[src/rtl/lc3_arb_pkg.sv]
// Shared types and constants for the LC-3 memory-port arbiter.
// The arbiter FSM states and the one-hot to grant-index helper live here.
package lc3_arb_pkg;

   typedef enum logic [1:0] {IDLE, BUSY, GAP} arb_state_t;

   localparam int unsigned ARB_NREQ = 7;
   localparam int unsigned ARB_IDXW = 3;

   // Bit i of the one-hot vector is requester i+1; an all-zero vector maps to 0 (no owner).
   function automatic logic [ARB_IDXW-1:0] onehot_to_idx(input logic [ARB_NREQ-1:0] oh);
      logic [ARB_IDXW-1:0] idx;
      idx = '0;
      for (int i = 0; i < ARB_NREQ; i++) begin
         if (oh[i]) idx = idx | ARB_IDXW'(i + 1);
      end
      return idx;
   endfunction

endpackage

[src/rtl/mem_port_arbiter_if.sv]
// Request/grant/strobe bundle between the requesters, the memory and the arbiter.
// The master modport is the arbiter side; slave is the requester/memory side.
interface mem_port_arbiter_if
   import lc3_arb_pkg::*;
#(
   parameter int unsigned NREQ = ARB_NREQ,
   parameter int unsigned IDXW = ARB_IDXW
);

   logic [NREQ-1:0] req_read;
   logic [NREQ-1:0] req_write;
   logic            mem_resp;
   logic [NREQ-1:0] sel;
   logic [IDXW-1:0] grant_idx;
   logic            mem_read;
   logic            mem_write;
   logic [NREQ-1:0] resp;
   logic            busy;

   modport master (
      input  req_read, req_write, mem_resp,
      output sel, grant_idx, mem_read, mem_write, resp, busy
   );

   modport slave (
      output req_read, req_write, mem_resp,
      input  sel, grant_idx, mem_read, mem_write, resp, busy
   );

endinterface

[src/rtl/rr_pick.sv]
// Combinational round-robin picker: first pending requester after the last winner,
// wrapping from NREQ back to 1.
module rr_pick
   import lc3_arb_pkg::*;
#(
   parameter int unsigned NREQ = ARB_NREQ,
   parameter int unsigned IDXW = ARB_IDXW
) (
   input  logic [NREQ-1:0] pending_i,
   input  logic [IDXW-1:0] last_i,
   output logic [NREQ-1:0] winner_o,
   output logic            valid_o
);

   logic [2*NREQ-1:0] dbl;
   logic [2*NREQ-1:0] dbl_oh;
   logic [NREQ-1:0]   rot;
   logic [NREQ-1:0]   rot_oh;

   // last_i is a 1-based requester number, so shifting by it puts requester last+1 at bit 0.
   always_comb begin
      dbl      = {pending_i, pending_i} >> last_i;
      rot      = dbl[NREQ-1:0];
      rot_oh   = rot & (~rot + NREQ'(1));
      dbl_oh   = {{NREQ{1'b0}}, rot_oh} << last_i;
      winner_o = dbl_oh[NREQ-1:0] | dbl_oh[2*NREQ-1:NREQ];
      valid_o  = |pending_i;
   end

endmodule

[src/rtl/mem_port_arbiter.sv]
// Round-robin owner of the LC-3 shared memory port: grants one requester at a time,
// latches its read/write command, and inserts a dead GAP cycle after every completion.
module mem_port_arbiter
   import lc3_arb_pkg::*;
#(
   parameter int unsigned NREQ = ARB_NREQ,
   parameter int unsigned IDXW = ARB_IDXW
) (
   input logic                clk,
   input logic                rst_n,
   mem_port_arbiter_if.master bus
);

   arb_state_t      state_q, state_d;
   logic [NREQ-1:0] sel_q, sel_d;
   logic [IDXW-1:0] grant_q, grant_d;
   logic [IDXW-1:0] last_q, last_d;
   logic            mem_read_q, mem_read_d;
   logic            mem_write_q, mem_write_d;

   logic [NREQ-1:0] pending;
   logic [NREQ-1:0] winner;
   logic            win_valid;
   logic            win_is_write;

   assign pending = bus.req_read | bus.req_write;
   // A requester asserting both read and write is served as a read.
   assign win_is_write = ~|(winner & bus.req_read);

   rr_pick #(
      .NREQ (NREQ),
      .IDXW (IDXW)
   ) u_rr_pick (
      .pending_i (pending),
      .last_i    (last_q),
      .winner_o  (winner),
      .valid_o   (win_valid)
   );

   always_comb begin
      state_d     = state_q;
      sel_d       = sel_q;
      grant_d     = grant_q;
      last_d      = last_q;
      mem_read_d  = mem_read_q;
      mem_write_d = mem_write_q;

      case (state_q)
         IDLE: begin
            sel_d       = '0;
            grant_d     = '0;
            mem_read_d  = 1'b0;
            mem_write_d = 1'b0;
            if (win_valid) begin
               sel_d       = winner;
               grant_d     = IDXW'(onehot_to_idx(winner));
               last_d      = IDXW'(onehot_to_idx(winner));
               mem_read_d  = ~win_is_write;
               mem_write_d = win_is_write;
               state_d     = BUSY;
            end
         end
         BUSY: begin
            // Requests are ignored here; only the memory completion ends the transaction.
            if (bus.mem_resp) begin
               sel_d       = '0;
               grant_d     = '0;
               mem_read_d  = 1'b0;
               mem_write_d = 1'b0;
               state_d     = GAP;
            end
         end
         GAP: begin
            state_d = IDLE;
         end
         default: begin
            sel_d       = '0;
            grant_d     = '0;
            mem_read_d  = 1'b0;
            mem_write_d = 1'b0;
            state_d     = IDLE;
         end
      endcase
   end

   always_ff @(posedge clk or negedge rst_n) begin
      if (!rst_n) begin
         state_q     <= IDLE;
         sel_q       <= '0;
         grant_q     <= '0;
         last_q      <= '0;
         mem_read_q  <= 1'b0;
         mem_write_q <= 1'b0;
      end else begin
         state_q     <= state_d;
         sel_q       <= sel_d;
         grant_q     <= grant_d;
         last_q      <= last_d;
         mem_read_q  <= mem_read_d;
         mem_write_q <= mem_write_d;
      end
   end

   assign bus.sel       = sel_q;
   assign bus.grant_idx = grant_q;
   assign bus.mem_read  = mem_read_q;
   assign bus.mem_write = mem_write_q;
   assign bus.busy      = (state_q != IDLE);
   assign bus.resp      = (state_q == BUSY && bus.mem_resp) ? sel_q : '0;

endmodule

[src/flat_wrapper.sv]
// flat-port wrapper written by rule: the top's interface ports become plain ports
module mem_port_arbiter_flat import lc3_arb_pkg::*;
#(
   parameter int unsigned NREQ = ARB_NREQ,
   parameter int unsigned IDXW = ARB_IDXW
)
  (clk, rst_n, bus_req_read, bus_req_write, bus_mem_resp, bus_sel, bus_grant_idx, bus_mem_read, bus_mem_write, bus_resp, bus_busy);
  mem_port_arbiter_if #(.NREQ(NREQ), .IDXW(IDXW)) bus_i ();
  input logic clk;
  input logic rst_n;
  input wire logic [$bits(bus_i.req_read)-1:0] bus_req_read;
  input wire logic [$bits(bus_i.req_write)-1:0] bus_req_write;
  input wire logic [$bits(bus_i.mem_resp)-1:0] bus_mem_resp;
  output wire logic [$bits(bus_i.sel)-1:0] bus_sel;
  output wire logic [$bits(bus_i.grant_idx)-1:0] bus_grant_idx;
  output wire logic [$bits(bus_i.mem_read)-1:0] bus_mem_read;
  output wire logic [$bits(bus_i.mem_write)-1:0] bus_mem_write;
  output wire logic [$bits(bus_i.resp)-1:0] bus_resp;
  output wire logic [$bits(bus_i.busy)-1:0] bus_busy;
  assign bus_i.req_read = bus_req_read;
  assign bus_i.req_write = bus_req_write;
  assign bus_i.mem_resp = bus_mem_resp;
  assign bus_sel = bus_i.sel;
  assign bus_grant_idx = bus_i.grant_idx;
  assign bus_mem_read = bus_i.mem_read;
  assign bus_mem_write = bus_i.mem_write;
  assign bus_resp = bus_i.resp;
  assign bus_busy = bus_i.busy;
  mem_port_arbiter #(.NREQ(NREQ), .IDXW(IDXW)) u_core (.clk(clk), .rst_n(rst_n), .bus(bus_i));
endmodule
[config.mk]
export PLATFORM = sky130hd
export DESIGN_NAME = mem_port_arbiter_flat
export DESIGN_NICKNAME = d
export VERILOG_FILES = /design/src/rtl/lc3_arb_pkg.sv /design/src/rtl/mem_port_arbiter_if.sv /design/src/rtl/rr_pick.sv /design/src/rtl/mem_port_arbiter.sv /design/src/flat_wrapper.sv
export SDC_FILE = /design/constraint.sdc
export NUM_CORES = 1
export LEC_CHECK = 0
export ABC_AREA = 1
export CELL_PAD_IN_SITES_DETAIL_PLACEMENT = 1
export CELL_PAD_IN_SITES_GLOBAL_PLACEMENT = 2
export CORE_MARGIN = 3
export CORE_UTILIZATION = 33
export CTS_BUF_LIST = sky130_fd_sc_hd__clkbuf_4 sky130_fd_sc_hd__clkbuf_8
export DETAILED_ROUTE_END_ITERATION = 8
export DONT_BUFFER_PORTS = 1
export PLACE_DENSITY_LB_ADDON = 0.1
export RECOVER_POWER = 100
export SETUP_SLACK_MARGIN = 0.1
export SYNTH_ARGS = -nofsm -noshare
export SYNTH_HDL_FRONTEND = slang
export SYNTH_HIERARCHICAL = 1
export SYNTH_SLANG_ARGS = --single-unit
export TNS_END_PERCENT = 20
[constraint.sdc]
create_clock -name clk -period 2.4 [get_ports clk]
set_input_delay 0.12 -clock clk [delete_from_list [all_inputs] [get_ports clk]]
set_output_delay 0.12 -clock clk [all_outputs]
set_load 0.005 [all_outputs]
==> results.json <==
{
  "drc_errors": 0,
  "cts_tree": "yes",
  "routed_via_density": 5.12,
  "rows": 24,
  "hold_path.class": "primary input to register",
  "gp_congestion": 0.835,
  "totalWireLength_mm": 5.20,
  "worst_ep_required_time_ns": 2.54,
  "seq_area_frac_synth_pct": 27.4,
  "drt-met1-wl_mm": 2.56,
  "layout_commonest_cell": "nand2_1",
  "period_share_pct": 91.3,
  "syn_avg_cell_area_um2": 5.92,
  "post-dp-hpwl_mm": 4.00,
  "grt_antenna_before_repair": 0,
  "holdWs_ns": 0.0803,
  "grt_pass1_wl_mm": 8.27,
  "cts_root_buffer": "clkbuf_8",
  "post_drt_wl_per_cell_um": 15.9,
  "tightest_slew_ns": 0.825,
  "fmax_mhz": 456,
  "die_x_um": 74.5,
  "crit_path_start_kind": "register",
  "grt_overflow": 0,
  "highest_layer": "met4",
  "final_nets": 293,
  "cp_max_fo": 5,
  "crit_buf_inv": 1,
  "fin_worst_skew_ns": 0.00282,
  "cpMostUsedCell": "nand2_1",
  "diodes": 0,
  "ios": 37,
  "dr_wl_met2_mm": 2.41,
  "yosysUniqueCellTypes": 25,
  "die_area_um2": 5560,
  "power_per_cell_area_nw_per_um2": 1770,
  "vias": 1673,
  "cap_violations": 0,
  "ys_warn_count": 6,
  "synthTopCellsByArea": "nand2_1, dfrtp_1, nand3_1",
  "htree_levels": 1,
  "initial_core_util_pct": 34.9,
  "syn-instance-count": 262,
  "dr_wl_met3_um": 200,
  "crit_chain": "buf_6, nand2_2, nand3_2, nand3_1, nand2_2, nor2_4, nor3_1, or2_1, nand3_1, nand2_2, nand2_1, nand2_1, nor2_2, nand2_1, nand2_1, nand2_1",
  "path_clk_slew_ns": 0.06,
  "drtAntennaViolNets": 0,
  "drive_gt1_share_pct": 36.4,
  "cts_inserted_buffers": 3,
  "crit_family": "simple AND/OR/NAND/NOR gates",
  "hold_violations": 0,
  "dieHeight_um": 74.5,
  "vdd_ir_drop_max_mv": 0.601,
  "grt_max_degree": 18,
  "syn_nets": 279,
  "critPathSlowestCell": "dfrtp_2",
  "rsz0062_at_grt": "true",
  "r2r_slack_ns": 0.21,
  "grt_usage_pct": 19.1,
  "status": "finished, final reports clean",
  "max-slew-margin-rel_pct": 44.8,
  "core_area_um2": 4440,
  "grt_pass1_vias": 1694,
  "critical_path_class": "register to register",
  "synth_top_area_cell": "nand2_1",
  "min_period_ns": 2.19,
  "power_leakage_uw": 0.00100,
  "slew_violations": 0,
  "cts.sinks": 17,
  "io_buffers": 0,
  "first_pass_iters": 4,
  "mostFrequentLayoutCells": "nand2_1, nand3_1, nand2_2, nand3_2, nor2_1",
  "timing.setup.tns_ns": 0,
  "synth_area_um2": 1550,
  "clk_latency_ns": 0.25,
  "end_kind": "register",
  "setup_viol": 0,
  "ys_ff_latch": 17,
  "worstPathArrival_ns": 2.33,
  "drt_iter0_drc": 41,
  "syn_to_final_growth_pct": 24.7,
  "cts_buffer_depth": 2,
  "synth_top_cell_area_share_pct": 27.8,
  "max_stage_delay_ns": 0.44
}
report_power, final:
part | switching, uW | internal, uW
registers | 139 | 417
logic | 1700 | 935
clock network | 95.8 | 129
total | 1930 | 1480
Yosys cell counts:
| cell type | n |
|---|---|
| buf_4 | 3 |
| nand2_2 | 7 |
| o21ai_1 | 1 |
| nor2_1 | 20 |
| dfrtp_1 | 17 |
| or2_1 | 1 |
| nand3b_1 | 1 |
| o21ai_0 | 1 |
| nand3_2 | 3 |
| nand2_4 | 1 |
| nor4_1 | 1 |
| buf_2 | 3 |
| nor3_1 | 2 |
| buf_6 | 2 |
| nor2_4 | 3 |
| inv_2 | 5 |
| or2_2 | 7 |
| nand4_1 | 1 |
| or2_4 | 1 |
| nand3_1 | 48 |
| inv_1 | 15 |
| nand2_1 | 115 |
| nor2_2 | 2 |
| a21oi_1 | 1 |
| o21a_1 | 1 |
timing repair:
action,CTS,global route
resized for setup,0,62
setup buffers,0,6
hold buffers,1,0
endpoints found under the hold margin,17,0
setup endpoints to repair,0,8
logic make-up after synthesis:
family | synth area share, %
compound gates | 1.45
buf+inv | 8.72
flops | 27.4
simple gates | 62.4
final timing paths:
check,startpoint,to,depth (start not counted)
max in group asynchronous,rst_n,u_core/last_q[1]$_DFFE_PN0P_,1
worst max register to register,u_core/last_q[0]$_DFFE_PN0P_,u_core/bus.mem_read$_DFFE_PN0P_,16
min in group asynchronous,rst_n,u_core/bus.sel[1]$_DFFE_PN0P_,1
worst min-delay path,bus_mem_resp,u_core/state_q[0]$_DFFE_PN0P_,2
worst min register to register,u_core/bus.grant_idx[0]$_DFFE_PN0P_,u_core/bus.grant_idx[0]$_DFFE_PN0P_,2
worst max-delay path,u_core/last_q[0]$_DFFE_PN0P_,u_core/bus.mem_read$_DFFE_PN0P_,16
per-layer routing:
metal  vias to the layer above  GRT usage [%]
li1                        850              -
met1                       795           29.0
met2                        26           29.2
met3                         2           3.51
met4                         0           1.78
met5                         -              0
flip-flops by register name, indices dropped and copies added, names as in the netlist:
register and count:
u_core/last_q 3, u_core/state_q 2, u_core/bus.sel 7, u_core/bus.mem_read 1, u_core/bus.mem_write 1, u_core/bus.grant_idx 3
cell type report:
| type | instances | area, um2 |
|---|---|---|
| Clock buffer | 4 | 48.8 |
| Fill cell | 610 | 2510 |
| Inverter | 20 | 85.1 |
| Multi-Input combinational cell | 217 | 1170 |
| Sequential cell | 17 | 429 |
| Tap cell | 52 | 65.1 |
| Timing Repair Buffer | 17 | 134 |
metrics by stage:
stage                     total power [uW]  worst slack (ns)  std cells  utilization (%)  cell area (um2)
after floorplan                       2170             0.414        262                -             1550
after global placement                2680             0.154        315             36.5             1620
after detailed placement              2680             0.171        315             36.5             1620
after CTS                             2930             0.143        320             37.8             1680
after global routing                  3810            0.0376        327             43.5             1930
final                                 3410             0.209        327             43.5             1930
No activity file was read; power rests on OpenSTA's default activity.
